[src/rtl/lane_mux_nx1_buf.sv]
// N-lane to 1 byte-lane merger with a FIFO per lane and round-robin service (strict or skip-empty).
// Optional per-lane saturating drop counters appear on drop_cnt_out when LANE_MUX_DROP_CNT_EN is defined.
module lane_mux_nx1_buf #(
  parameter int DATA_W     = 8,
  parameter int N_LANES    = 2,
  parameter int DEPTH      = 4,
  parameter int SKIP_EMPTY = 0,
  parameter int LANE_W     = (N_LANES > 1) ? $clog2(N_LANES) : 1
) (
  input  logic                        clk_4f,
  input  logic                        reset_L,
  input  logic [N_LANES*DATA_W-1:0]   data_in,
  input  logic [N_LANES-1:0]          valid_in,
  output logic [N_LANES-1:0]          full_out,
  output logic [DATA_W-1:0]           data_out,
  output logic                        valid_out,
  output logic [LANE_W-1:0]           lane_out
`ifdef LANE_MUX_DROP_CNT_EN
  ,
  output logic [8*N_LANES-1:0]        drop_cnt_out
`endif
);

  localparam int PTR_W = $clog2(DEPTH);
  localparam int CNT_W = $clog2(DEPTH + 1);

  logic [DATA_W-1:0] mem_q    [N_LANES][DEPTH];
  logic [PTR_W-1:0]  wr_ptr_q [N_LANES];
  logic [PTR_W-1:0]  rd_ptr_q [N_LANES];
  logic [CNT_W-1:0]  cnt_q    [N_LANES];
  logic [CNT_W-1:0]  cnt_d    [N_LANES];

  logic [N_LANES-1:0] full_s;
  logic [N_LANES-1:0] empty_s;
  logic [N_LANES-1:0] push_s;
  logic [N_LANES-1:0] pop_s;

  logic [LANE_W-1:0] rr_q, rr_d;
  logic [LANE_W-1:0] sel_s;
  logic              sel_vld_s;
  logic [DATA_W-1:0] head_s;

  logic [DATA_W-1:0] data_q, data_d;
  logic              valid_q, valid_d;
  logic [LANE_W-1:0] lane_q, lane_d;

  function automatic logic [LANE_W-1:0] rr_next(input logic [LANE_W-1:0] p);
    if (p == LANE_W'(N_LANES - 1)) begin
      return '0;
    end else begin
      return p + LANE_W'(1);
    end
  endfunction

  // Per-lane status; full is judged on pre-edge occupancy so a same-cycle pop never admits a push.
  always_comb begin
    full_s  = '0;
    empty_s = '0;
    push_s  = '0;
    for (int i = 0; i < N_LANES; i++) begin
      full_s[i]  = (cnt_q[i] == CNT_W'(DEPTH));
      empty_s[i] = (cnt_q[i] == CNT_W'(0));
      push_s[i]  = valid_in[i] & ~full_s[i];
    end
  end

  assign full_out = full_s;

  if (SKIP_EMPTY != 0) begin : g_skip
    // Cyclic search from rr_q; scanning downwards lets the nearest non-empty lane win.
    always_comb begin
      int unsigned idx_v;
      logic        hit_v;
      idx_v     = 0;
      hit_v     = 1'b0;
      sel_vld_s = 1'b0;
      sel_s     = rr_q;
      for (int k = N_LANES - 1; k >= 0; k--) begin
        idx_v     = (int'(rr_q) + k) % N_LANES;
        hit_v     = ~empty_s[idx_v];
        sel_vld_s = sel_vld_s | hit_v;
        sel_s     = hit_v ? LANE_W'(idx_v) : sel_s;
      end
      rr_d   = sel_vld_s ? rr_next(sel_s) : rr_q;
      lane_d = sel_vld_s ? sel_s : lane_q;
    end
  end else begin : g_strict
    // Strict alternation: the slot belongs to rr_q whether or not that lane has data.
    always_comb begin
      sel_s     = rr_q;
      sel_vld_s = ~empty_s[rr_q];
      rr_d      = rr_next(rr_q);
      lane_d    = rr_q;
    end
  end

  // Pop decode and next output word.
  always_comb begin
    pop_s  = '0;
    head_s = mem_q[sel_s][rd_ptr_q[sel_s]];
    if (sel_vld_s) begin
      pop_s[sel_s] = 1'b1;
      data_d       = head_s;
      valid_d      = 1'b1;
    end else begin
      data_d  = data_q;
      valid_d = 1'b0;
    end
  end

  // Occupancy next state.
  always_comb begin
    for (int i = 0; i < N_LANES; i++) begin
      case ({push_s[i], pop_s[i]})
        2'b10:   cnt_d[i] = cnt_q[i] + CNT_W'(1);
        2'b01:   cnt_d[i] = cnt_q[i] - CNT_W'(1);
        default: cnt_d[i] = cnt_q[i];
      endcase
    end
  end

  // Lane FIFO storage and pointers.
  always_ff @(posedge clk_4f or negedge reset_L) begin
    if (!reset_L) begin
      for (int i = 0; i < N_LANES; i++) begin
        wr_ptr_q[i] <= '0;
        rd_ptr_q[i] <= '0;
        cnt_q[i]    <= '0;
        for (int d = 0; d < DEPTH; d++) begin
          mem_q[i][d] <= '0;
        end
      end
    end else begin
      for (int i = 0; i < N_LANES; i++) begin
        cnt_q[i] <= cnt_d[i];
        if (push_s[i]) begin
          mem_q[i][wr_ptr_q[i]] <= data_in[i*DATA_W +: DATA_W];
          wr_ptr_q[i]           <= wr_ptr_q[i] + PTR_W'(1);
        end
        if (pop_s[i]) begin
          rd_ptr_q[i] <= rd_ptr_q[i] + PTR_W'(1);
        end
      end
    end
  end

  // Round-robin pointer and registered merged output.
  always_ff @(posedge clk_4f or negedge reset_L) begin
    if (!reset_L) begin
      rr_q    <= '0;
      data_q  <= '0;
      valid_q <= 1'b0;
      lane_q  <= '0;
    end else begin
      rr_q    <= rr_d;
      data_q  <= data_d;
      valid_q <= valid_d;
      lane_q  <= lane_d;
    end
  end

  assign data_out  = data_q;
  assign valid_out = valid_q;
  assign lane_out  = lane_q;

`ifdef LANE_MUX_DROP_CNT_EN
  logic [7:0] drop_q [N_LANES];

  // Saturating count of pushes refused because the lane was full.
  always_ff @(posedge clk_4f or negedge reset_L) begin
    if (!reset_L) begin
      for (int i = 0; i < N_LANES; i++) begin
        drop_q[i] <= 8'd0;
      end
    end else begin
      for (int i = 0; i < N_LANES; i++) begin
        if (valid_in[i] && full_s[i] && (drop_q[i] != 8'hFF)) begin
          drop_q[i] <= drop_q[i] + 8'd1;
        end
      end
    end
  end

  for (genvar g = 0; g < N_LANES; g++) begin : g_drop_out
    assign drop_cnt_out[g*8 +: 8] = drop_q[g];
  end
`endif

endmodule

[config.mk]
export PLATFORM = sky130hd
export DESIGN_NAME = lane_mux_nx1_buf
export DESIGN_NICKNAME = d
export VERILOG_FILES = /design/src/rtl/lane_mux_nx1_buf.sv
export SDC_FILE = /design/constraint.sdc
export NUM_CORES = 1
export LEC_CHECK = 0
export ABC_AREA = 1
export CAP_MARGIN = 25
export CELL_PAD_IN_SITES_DETAIL_PLACEMENT = 0
export CELL_PAD_IN_SITES_GLOBAL_PLACEMENT = 1
export CORE_MARGIN = 4
export CORE_UTILIZATION = 47
export DETAILED_ROUTE_END_ITERATION = 6
export PLACE_DENSITY = 0.84
export SLEW_MARGIN = 20
export SYNTH_ARGS = -nofsm -noshare
export SYNTH_HDL_FRONTEND = slang
export SYNTH_SLANG_ARGS = --single-unit
[constraint.sdc]
create_clock -name clk_4f -period 5.9 [get_ports clk_4f]
set_input_delay 1.475 -clock clk_4f [delete_from_list [all_inputs] [get_ports clk_4f]]
set_output_delay 1.475 -clock clk_4f [all_outputs]
set_load 0.02 [all_outputs]
### Word level (Yosys, flattened, before mapping)

Cells that the tools add are included.

| storage, ports and cells | value |
|---|---|
| word-level logic and storage cells | 80 |
| input bits | 20 |
| flip-flop bits (word level) | 89 |

| operators by class | value |
|---|---|
| reduce and logical (&&, ||, !) cells | 7 |
| magnitude comparators | 8 |
| bitwise gates (word level) | 8 |
| mux-type cells | 24 |
| eq/ne operators | 6 |
| add/sub/neg operators | 9 |

Operators by type and width:

| kind | number |
|---|---|
| two-way mux 32 bit | 3 |
| bitwise mux 32 bit | 2 |
| demux 8 bit (select 2 bit) | 2 |
| two-way mux 8 bit | 4 |
| binary-select mux 8 bit (select 2 bit) | 1 |
| one-hot mux 3 bit (2 select lines) | 2 |
| >= comparator 3 bit (second input constant) | 3 |
| inverter 2 -> 3 bit | 3 |
| adder 2 x 1 -> 2 bit (second input constant) | 4 |
| two-way mux 2 bit | 4 |
| adder 3 x 1 -> 3 bit (second input constant) | 2 |
| equality test 3 bit (second input constant) | 2 |
| zero test 3 bit | 2 |
| < comparator 3 x 1 -> 1 bit (second input constant) | 2 |
| subtractor 3 x 1 -> 3 bit (second input constant) | 2 |
| two-way mux 1 bit | 5 |
| equality test 2 x 1 -> 1 bit (second input constant) | 2 |
| equality test 2 bit (second input constant) | 2 |
| nonzero test 2 bit | 2 |
| logical AND 1 bit | 3 |
| AND 1 bit | 2 |
| >= comparator 2 bit (second input constant) | 1 |
| < comparator 1 x 2 -> 1 bit (second input constant) | 1 |
| inverter 1 bit | 2 |
| 4 further kinds | 4 |

### Logic depth before layout (Yosys ltp)

| logic depth | value |
|---|---|
| depth after elaboration | 8 |
| mapped depth | 10 |

### Worst setup path before layout

OpenSTA, ideal clock, no wires.

| timing | value |
|---|---|
| path type | input -> register |
| start | input port valid_in[1] |
| end | register cnt_q[2] (netlist name) |
| arrival time | 2,479 ps |
| stages | 7 |
| library setup time | 131 ps |
| buffers on the path | 0 |
| setup slack | 3,291 ps |
| cells stage by stage | nand2_2 > ha_1 > inv_1 > fa_1 > a21oi_1 > o21ai_0 > xor2_1 |

| on the way | value |
|---|---|
| longest elaborated chain between the ends | 3 |

Ends and longest elaborated chain:

| item | line | text |
|---|---|---|
| start, declared | 13 | `input logic [N_LANES-1:0] valid_in,` |
| AND 1 bit * | 63 | `push_s[i] = valid_in[i] & ~full_s[i];` |
| equality test 2 x 1 -> 1 bit / equality test 2 bit (equally long branches) | 114 | `case ({push_s[i], pop_s[i]})` |
| one-hot mux 3 bit (2 select lines) / nonzero test 2 bit (equally long branches) | -- |  |
| end signal, assigned by index | 135 | `cnt_q[i] <= cnt_d[i];` |
| end, declared | 30 | `logic [CNT_W-1:0] cnt_q [N_LANES];` |

Mark *: on every way between the ends. The rest lies on a longest branch, timed or not.
A chain may end at the register's enable or synchronous reset.

### Worst setup path after layout

| timing | value |
|---|---|
| start | register cnt_q[1] (netlist name) |
| end | output port full_out[1] |

| on the way | value |
|---|---|
| longest elaborated chain between the ends | 1 |

Ends and longest elaborated chain:

| item | line | text |
|---|---|---|
| equality test 3 bit | 61 | `full_s[i] = (cnt_q[i] == CNT_W'(DEPTH));` |
| end, declared | 14 | `output logic [N_LANES-1:0] full_out,` |

No other way between the ends.

==> run metrics <==
combinational cell fraction of total power 0.414; Static Leak 2.60 nW; DRT Wirelength 9590 um; vias in the first global route 3340; gr ovfl total 0; maximum clock path buffer count 2; Pint 1.46 mW; layout cells sized above 1 0.0695; # setup viols final 0; I/O Buffers 31; # DRC 0; Std-Cell Rows 34; Worst-path clk slew 90 ps; Max-Cap Viols 0; first-pass GRT wire length 16100 um; pre-CTS WS 2760 ps; Worst EP required 4430 ps; register area share after synthesis 0.512; crit path capture type primary output; crit-path most repeated cell inv_1; # H-tree levels 3; Setup Skew 13.2 ps; clock sinks 89; RePlAce Congestion 0.814; Net Sw Frac 0.408; Slew Viols, Final 0; startpoint types flop; Die Width 104 um; post-synthesis simple-gate area fraction 0.273; antenna-violating nets left 0; commonest non-fill, non-tap cells in the layout nand2_1 (273), dfrtp_1 (89), o21ai_0 (54); Tcrit/Tclk final 0.525; worst path cell trace inv_1 -> nand3_2 -> inv_1 -> clkdlybuf4s50_1; antenna violations before repair 0; DIE AREA 10900 um^2; min cycle time layout 3100 ps; Rel. slew slack 0.566; setup ws final 2800 ps; placed insts 656; I/O Pins 32; Synth cell types 23; critical path type flop to primary output; Syn Inst Count 532; area grow syn2layout 11.1%; wire per inst 14.3 um; sequential share of power 0.426; Mean Syn Cell Area 8.17 um^2; Synth Cell Area 4350 um^2; Hold Violations, Final 0; multiplexer share of the synthesized area 0; vias per cell 4.98; pin count of the biggest net entering global routing 49; commonest non-fill, non-tap cell in the layout nand2_1; power density cells 509 nW/um^2; slowest CP cell clkdlybuf4s50_1; Synthesis Warnings 0; FMAX 0.323 GHz; Clock Latency Late Sink 360 ps; postcts setup bufs 0; Synth Area in XOR/XNOR 0.0161; cts bufs inserted 9; Core Area 8850 um^2; Layout Cells excl Fill 669; CTS tree built; antenna cells 0; overall global routing resource usage 0.186; clk root buf clkbuf_8; initial detailed-routing violation count 242; crit-path max cell delay 590 ps; Syn Nets 564; Psw 1.00 mW; outcome finished clean; critical path fanouts, max 3; PostCTS Resize Cnt 0; nets@finish 591; post-synthesis compound-gate area fraction 0.0887; Post-Synth Adder-Cell Area 0.0380; Pre-antenna DRT Iters 4; hold crit path type flop to flop; dpl hpwl 6770 um; largest family of logic cells by synthesized area simple AND/OR/NAND/NOR gates; Max VDD drop 231 uV; die height 104 um; vias after detailed routing 3329; hold buffer count at CTS 0; Yosys reg bits 89; Clk pwr share 0.161; RSZ-0062 raised after global routing no; initial core utilization 0.491; Worst-Margin Slew 650 ps; Critical Path AT 1620 ps; Setup TNS Final 0 ps
-- cell families after synthesis --
| logic type | after synthesis |
|---|---|
| AND/OR/NAND/NOR | 293 |
| flip-flops | 89 |
| AO/OA/AOI/OAI | 74 |
| buffers and inverters | 56 |
| adder cells (fa/ha/maj) | 12 |
| XOR/XNOR | 8 |
-- final timing paths --
check	slack (ps)	cells after the start	from	end
worst max-delay path	2800	4	cnt_q[1]	full_out[1]
worst min-delay path	480	2	data_out[4]	data_out[4]
max in group asynchronous	4120	2	reset_L	mem_q[63]
min in group asynchronous	1130	1	reset_L	cnt_q[0]
worst min register to register	480	2	data_out[4]	data_out[4]
worst max register to register	3360	10	lane_d	cnt_q[5]
-- through the flow --
stage | util | area (um^2) | power (mW) | hold slack, ps
floorplan | - | 4350 | 1.80 | 442
global placement | 0.524 | 4640 | 2.05 | 456
detailed placement | 0.526 | 4660 | 2.08 | 460
CTS | 0.546 | 4830 | 2.48 | 486
global route | 0.546 | 4830 | 2.69 | 488
finish | 0.546 | 4830 | 2.46 | 481
-- power by group through the flow --
stage | Clock (mW) | Sequential (mW) | Combinational [mW]
final | 0.395 | 1.05 | 1.02
after global routing | 0.431 | 1.08 | 1.18
after CTS | 0.403 | 1.05 | 1.03
after detailed placement | 0 | 1.06 | 1.03
after global placement | 0 | 1.05 | 0.999
after floorplan | 0 | 1.05 | 0.751
-- Yosys cell counts (all sizes together) --
library cell	number	area [um^2]
nand3	3	25.0
fa	2	40.0
o21ai	72	375
buf	17	161
dfrtp	89	2230
nand2	285	1140
xor2	6	52.6
inv	39	151
nor2	4	15.0
nand4	1	6.26
a21oi	2	10.0
xnor2	2	17.5
ha	10	125
-- flip-flops by register name, indices dropped and copies added (netlist names) --
signal	cells
cnt_q	6
data_out	8
lane_d	1
lane_out	1
mem_q	64
rd_ptr_q	4
valid_out	1
wr_ptr_q	4
-- metal layers --
layer  share of wire  track usage  up-vias
met5               0            0        -
met4           0.015       0.0655        0
met3           0.025       0.0298       13
met2            0.51        0.335       49
met1            0.45        0.226     1577
li1                -            -     1690
-- worst max-delay path, delay by kind of cell (launching register included) --
family,cells,cell delay (ps)
buffers and inverters,3,770
DFF,1,390
and+or+nand+nor,1,90
-- final cells by class --
| cell class | count | area (um^2) |
|---|---|---|
| flip-flops and latches | 89 | 2230 |
| clock buffers | 9 | 124 |
| well taps | 108 | 135 |
| inverters | 39 | 151 |
| repair buffers | 33 | 335 |
| multi-input cells | 387 | 1810 |
| clock inverters | 4 | 47.5 |
| fillers | 882 | 4020 |
(Power assumes the default switching activity.)
